`src/rtl/ps2_host_tx_if.sv`:
```
// Host-side command bundle for the PS/2 host transmitter.
// master: issues start/tx_data, observes busy/done/ack_error/timeout; slave: the transmitter.
interface ps2_host_tx_if;
    logic       start;
    logic [7:0] tx_data;
    logic       busy;
    logic       done;
    logic       ack_error;
    logic       timeout;

    modport master (
        output start, tx_data,
        input  busy, done, ack_error, timeout
    );

    modport slave (
        input  start, tx_data,
        output busy, done, ack_error, timeout
    );
endinterface

```
`src/rtl/ps2_host_tx.sv`:
```
// PS/2 host-to-device transmitter: sends one command byte and checks the device ACK.
// Ports: CLOCK_50, reset (sync, active-high), host (command bundle), raw line inputs, open-drain low-enables.
module ps2_host_tx #(
    parameter int INHIBIT_CYCLES = 5000,
    parameter int RTS_CYCLES     = 50,
    parameter int TIMEOUT_CYCLES = 750000
) (
    input  logic          CLOCK_50,
    input  logic          reset,
    ps2_host_tx_if.slave  host,
    input  logic          ps2_clk_in,
    input  logic          ps2_dat_in,
    output logic          ps2_clk_oe,
    output logic          ps2_dat_oe
);
    localparam int PMAX = (INHIBIT_CYCLES > RTS_CYCLES) ? INHIBIT_CYCLES : RTS_CYCLES;
    localparam int PW   = $clog2(PMAX + 1);
    localparam int TW   = $clog2(TIMEOUT_CYCLES + 1);

    localparam logic [PW-1:0] INH_LAST = PW'(INHIBIT_CYCLES - 1);
    localparam logic [PW-1:0] RTS_LAST = PW'(RTS_CYCLES - 1);
    localparam logic [TW-1:0] TO_LAST  = TW'(TIMEOUT_CYCLES - 1);

    typedef enum logic [2:0] {
        IDLE,
        INHIBIT,
        RTS,
        SEND,
        ACK,
        WAIT_IDLE,
        FINISH
    } state_t;

    state_t        state;
    logic          clk_s1, clk_s2, clk_d;
    logic          dat_s1, dat_s2;
    logic          fe;
    logic [7:0]    data_q;
    logic [3:0]    bit_cnt;
    logic [PW-1:0] phase_cnt;
    logic [TW-1:0] to_cnt;

    // Idle lines float high, so the synchronizers reset to 1 to avoid
    // a spurious falling edge right after reset.
    always_ff @(posedge CLOCK_50) begin
        if (reset) begin
            clk_s1 <= 1'b1;
            clk_s2 <= 1'b1;
            clk_d  <= 1'b1;
            dat_s1 <= 1'b1;
            dat_s2 <= 1'b1;
            fe     <= 1'b0;
        end else begin
            clk_s1 <= ps2_clk_in;
            clk_s2 <= clk_s1;
            clk_d  <= clk_s2;
            dat_s1 <= ps2_dat_in;
            dat_s2 <= dat_s1;
            fe     <= clk_d & ~clk_s2;
        end
    end

    always_ff @(posedge CLOCK_50) begin
        if (reset) begin
            state          <= IDLE;
            ps2_clk_oe     <= 1'b0;
            ps2_dat_oe     <= 1'b0;
            host.busy      <= 1'b0;
            host.done      <= 1'b0;
            host.ack_error <= 1'b0;
            host.timeout   <= 1'b0;
            data_q         <= '0;
            bit_cnt        <= '0;
            phase_cnt      <= '0;
            to_cnt         <= '0;
        end else begin
            host.done <= 1'b0;
            case (state)
                IDLE: begin
                    if (host.start) begin
                        data_q         <= host.tx_data;
                        host.ack_error <= 1'b0;
                        host.timeout   <= 1'b0;
                        host.busy      <= 1'b1;
                        ps2_clk_oe     <= 1'b1;
                        phase_cnt      <= '0;
                        state          <= INHIBIT;
                    end
                end
                INHIBIT: begin
                    if (phase_cnt == INH_LAST) begin
                        ps2_dat_oe <= 1'b1;
                        phase_cnt  <= '0;
                        state      <= RTS;
                    end else begin
                        phase_cnt <= phase_cnt + 1'b1;
                    end
                end
                RTS: begin
                    if (phase_cnt == RTS_LAST) begin
                        ps2_clk_oe <= 1'b0;
                        bit_cnt    <= '0;
                        to_cnt     <= '0;
                        state      <= SEND;
                    end else begin
                        phase_cnt <= phase_cnt + 1'b1;
                    end
                end
                SEND, ACK, WAIT_IDLE: begin
                    // Timeout wins over any edge arriving in the same cycle.
                    if (to_cnt == TO_LAST) begin
                        ps2_clk_oe   <= 1'b0;
                        ps2_dat_oe   <= 1'b0;
                        host.timeout <= 1'b1;
                        host.done    <= 1'b1;
                        state        <= FINISH;
                    end else begin
                        to_cnt <= to_cnt + 1'b1;
                        if (state == SEND && fe) begin
                            if (bit_cnt < 4'd8) begin
                                ps2_dat_oe <= ~data_q[bit_cnt[2:0]];
                            end else if (bit_cnt == 4'd8) begin
                                ps2_dat_oe <= ^data_q;
                            end else begin
                                ps2_dat_oe <= 1'b0;
                                state      <= ACK;
                            end
                            if (bit_cnt != 4'd10) begin
                                bit_cnt <= bit_cnt + 1'b1;
                            end
                        end else if (state == ACK && fe) begin
                            host.ack_error <= dat_s2;
                            state          <= WAIT_IDLE;
                        end else if (state == WAIT_IDLE && clk_s2 && dat_s2) begin
                            host.done <= 1'b1;
                            state     <= FINISH;
                        end
                    end
                end
                FINISH: begin
                    host.busy <= 1'b0;
                    state     <= IDLE;
                end
                default: state <= IDLE;
            endcase
        end
    end
endmodule

```
`src/flat_wrapper.sv`:
```
// flat-port wrapper written by rule: the top's interface ports become plain ports
module ps2_host_tx_flat 
#(
    parameter int INHIBIT_CYCLES = 5000,
    parameter int RTS_CYCLES     = 50,
    parameter int TIMEOUT_CYCLES = 750000
)
  (CLOCK_50, reset, ps2_clk_in, ps2_dat_in, ps2_clk_oe, ps2_dat_oe, host_start, host_tx_data, host_busy, host_done, host_ack_error, host_timeout);
  ps2_host_tx_if host_i ();
  input  logic CLOCK_50;
  input  logic reset;
  input  logic ps2_clk_in;
  input  logic ps2_dat_in;
  output logic ps2_clk_oe;
  output logic ps2_dat_oe;
  input wire logic [$bits(host_i.start)-1:0] host_start;
  input wire logic [$bits(host_i.tx_data)-1:0] host_tx_data;
  output wire logic [$bits(host_i.busy)-1:0] host_busy;
  output wire logic [$bits(host_i.done)-1:0] host_done;
  output wire logic [$bits(host_i.ack_error)-1:0] host_ack_error;
  output wire logic [$bits(host_i.timeout)-1:0] host_timeout;
  assign host_i.start = host_start;
  assign host_i.tx_data = host_tx_data;
  assign host_busy = host_i.busy;
  assign host_done = host_i.done;
  assign host_ack_error = host_i.ack_error;
  assign host_timeout = host_i.timeout;
  ps2_host_tx #(.INHIBIT_CYCLES(INHIBIT_CYCLES), .RTS_CYCLES(RTS_CYCLES), .TIMEOUT_CYCLES(TIMEOUT_CYCLES)) u_core (.CLOCK_50(CLOCK_50), .reset(reset), .host(host_i), .ps2_clk_in(ps2_clk_in), .ps2_dat_in(ps2_dat_in), .ps2_clk_oe(ps2_clk_oe), .ps2_dat_oe(ps2_dat_oe));
endmodule
```
`config.mk`:
```
export PLATFORM = sky130hd
export DESIGN_NAME = ps2_host_tx_flat
export DESIGN_NICKNAME = d
export VERILOG_FILES = /design/src/rtl/ps2_host_tx_if.sv /design/src/rtl/ps2_host_tx.sv /design/src/flat_wrapper.sv
export SDC_FILE = /design/constraint.sdc
export NUM_CORES = 1
export LEC_CHECK = 0
export CAP_MARGIN = 20
export CORE_ASPECT_RATIO = 0.6
export CORE_MARGIN = 1.5
export CORE_UTILIZATION = 45
export CTS_CLUSTER_SIZE = 30
export DETAILED_ROUTE_END_ITERATION = 7
export PLACE_DENSITY = 0.74
export SYNTH_ARGS = -nofsm -noshare
export SYNTH_HDL_FRONTEND = slang
export SYNTH_SLANG_ARGS = --single-unit
```
`constraint.sdc`:
```
create_clock -name CLOCK_50 -period 4.3 [get_ports CLOCK_50]
set_input_delay 0.86 -clock CLOCK_50 [delete_from_list [all_inputs] [get_ports CLOCK_50]]
set_output_delay 0.86 -clock CLOCK_50 [all_outputs]
set_load 0.05 [all_outputs]
```
==> run_results.csv <==
group,metric,value,unit
status,status,"completed",
yosys,ys_seq_area_frac,0.392,
global_routing,first_global_vias,2346,
layout,final_area,0.00364,sq mm
critical_path,critPathCaptureType,"flip-flop",
yosys,synth_top_family_by_area,"simple AND/OR/NAND/NOR gates",
yosys,synth-adder-area-share,0.0327,
route,drc,0,
global_routing,grt_pass1_wl,11.9,mm
critical_path,cp.buffers_inverters,2,
timing,max_slew_margin,0.320,
yosys,syn_inst,367,
pwr,peakVddDrop,0.271,mV
floorplan,core,0.00662,sq mm
cts,clk_path_buf_depth,2,
yosys,syn_nets,388,
pwr,p_leak,1.25,nW
pwr,p_total,1.97,mW
yosys,synthTopCellsByCount,"dfxtp_1, nor2_1, nand2_1",
route,wl_per_cell,14.8,um
yosys,synth_compound_area_frac,0.134,
placed_design,placed_area,0.00330,sq mm
cts,ctsResizeCount,0,
layout,layout-drive-gt1-share,0.0933,
placed_design,place_congestion,0.906,
run,maxCapViolCount,0,
critical_path,worst_ep_arrival_time,3240,ps
yosys,synthArstFlopShare,0,
layout,postLayoutCoreUtil,0.550,
timing,fin_crit,2990,ps
cts,clk_latency,320,ps
layout,area_growth_syn_to_layout,18.8,%
timing,drv_slew,0,
yosys,synth.largest_area_cell,"dfxtp_1",
timing,finalCritPeriodShare,0.695,
global_routing,grt_max_degree,29,
timing,clock.fmax,335,MHz
yosys,synth_edf_count,0,
cts,path_clk_slew,50,ps
critical_path,crit_chain,"inv_1, ha_1, a21oi_1, nor3_2, buf_4, or2_1, or4_1, a21oi_1",
floorplan,dieArea,0.00733,sq mm
timing,finalSetupViolCount,0,
cts,post_cts.repair.setup_buffers,0,
floorplan,die_w,110,um
route,drtPass1Iterations,4,
critical_path,crit_top_cell,"a21oi_1",
critical_path,cpLargestDelayFamily,"simple AND/OR/NAND/NOR gates",
yosys,synth.avg_cell_area,8.35,sq um
layout,fin_cells,473,
floorplan,row_count,23,
critical_path,crit_path_start_kind,"flip-flop",
yosys,synth_cell_type_count,55,
placed_design,port_buffers,18,
min_path,hold_path.class,"flip-flop to flip-flop",
route,via_per_inst,5.63,
timing,timing.final.ws_setup,1310,ps
yosys,ys.flop_type,"dfxtp_1",
floorplan,initial_core_util,0.463,
cts,cts_tree,"yes",
critical_path,worstPathMaxFanout,21,
critical_path,worstPathRequired,4550,ps
cts,clock-root-buffer,"clkbuf_16",
timing,grt_setup_unrepaired,"no",
floorplan,io_pins,19,
yosys,ys_warn_count,0,
critical_path,crit_path_top_delay_cell,"dfxtp_1",
yosys,ys_ff_latch,60,
cts,cts-hold-fix-buffers,0,
route,vias,2665,
floorplan,die_y,66.9,um
yosys,syn_area,0.00307,sq mm
global_routing,grt_overflow,0,
cts,htree_num_levels,3,
timing,finalSetupTns,0,ps
timing,finalHoldViolCount,0,
yosys,synth.area.top_cells,"dfxtp_1, xnor2_1, nor2_1, nand2_1, a21oi_1",
yosys,synth.most_common_cell,"dfxtp_1",
global_routing,grt.total_usage,0.213,
route,ant_nets,0,
layout,diodes,0,
cts,clock-sinks,60,
placed_design,dp_hpwl,4.90,mm
route,totalWireLength,6.98,mm
yosys,yosys.area_share.simple,0.291,
layout,nets,402,
timing,tightest_slew,1020,ps
global_routing,antenna_found_initial,0,
placed_design,dp.cells,457,
yosys,synth_top_area_frac,0.392,
yosys,synth_mux_area_frac,0.0180,
critical_path,max_stage_delay,700,ps
pwr,power_density,542,mW/mm^2
route,drtIter0Drc,228,
yosys,synth-xor-area-share,0.100,
timing,fin_skew,6.41,ps
critical_path,path_class,"flip-flop to flip-flop",
timing,timing.hold.ws,406,ps
cts,cts_made_buffers,9,
placed_design,preCtsSetupSlack,1330,ps
==> registers in the layout, indices dropped and copies added (netlist names) <==
register,cells
u_core.bit_cnt,4
u_core.clk_d,1
u_core.clk_s1,1
u_core.clk_s2,1
u_core.dat_s1,1
u_core.dat_s2,1
u_core.data_q,8
u_core.fe,1
u_core.host.ack_error,1
u_core.host.busy,1
u_core.host.done,1
u_core.host.timeout,1
u_core.phase_cnt,13
u_core.ps2_clk_oe,1
u_core.ps2_dat_oe,1
u_core.state,3
u_core.to_cnt,20
==> cell type report <==
type	instances	area, sq um
Timing Repair Buffer	19	188
Clock buffer	12	267
Inverter	10	37.5
Tap cell	87	109
Clock inverter	4	70.1
Fill cell	621	2980
Multi-Input combinational cell	281	1770
Sequential cell	60	1200
==> per-layer routing <==
metal	track usage	part of all wire
met1	0.328	0.53
met2	0.274	0.38
met3	0.0714	0.078
met4	0.0503	0.0076
met5	0	0
==> cell families after synthesis <==
group / Yosys count
fa+ha+maj: 8
buf+inv: 26
xor+xnor: 35
simple gates: 172
flops: 60
compound gates: 63
mux: 3
==> cell usage in the layout (no fill, tap or decap), drive strengths merged, types with 3 or more instances in the layout <==
master	synthesis	routed
clkbuf	14	12
or4	3	3
clkdlybuf4s50	0	18
and3	5	5
o21ai	11	11
inv	10	10
xnor2	28	28
nand4b	3	3
ha	8	8
or4b	3	3
nand2b	5	5
nand4	10	10
nor4	6	6
nand3	14	14
a211o	3	3
nor3	15	15
or3	3	3
nor3b	4	4
nand2	36	36
a21oi	26	26
dfxtp	60	60
nor2	47	47
a21o	4	4
or2	10	10
xor2	7	7
==> final timing paths <==
check,start,to,slack [ps],cells past startpoint
hold reg to reg,u_core.clk_s1$_SDFF_PP1_,u_core.clk_s2$_SDFF_PP1_,410,1
hold / removal,u_core.clk_s1$_SDFF_PP1_,u_core.clk_s2$_SDFF_PP1_,410,1
setup / recovery,u_core.state[1]$_SDFFE_PP0P_,u_core.to_cnt[15]$_SDFFE_PP0P_,1310,8
setup reg to reg,u_core.state[1]$_SDFFE_PP0P_,u_core.to_cnt[15]$_SDFFE_PP0P_,1310,8
==> power breakdown <==
part | total (mW) | switching (mW) | internal [mW]
Clock | 0.801 | 0.249 | 0.552
Combinational | 0.492 | 0.304 | 0.189
Sequential | 0.680 | 0.0738 | 0.606
Note: power is estimated with default switching activity, not from simulation.
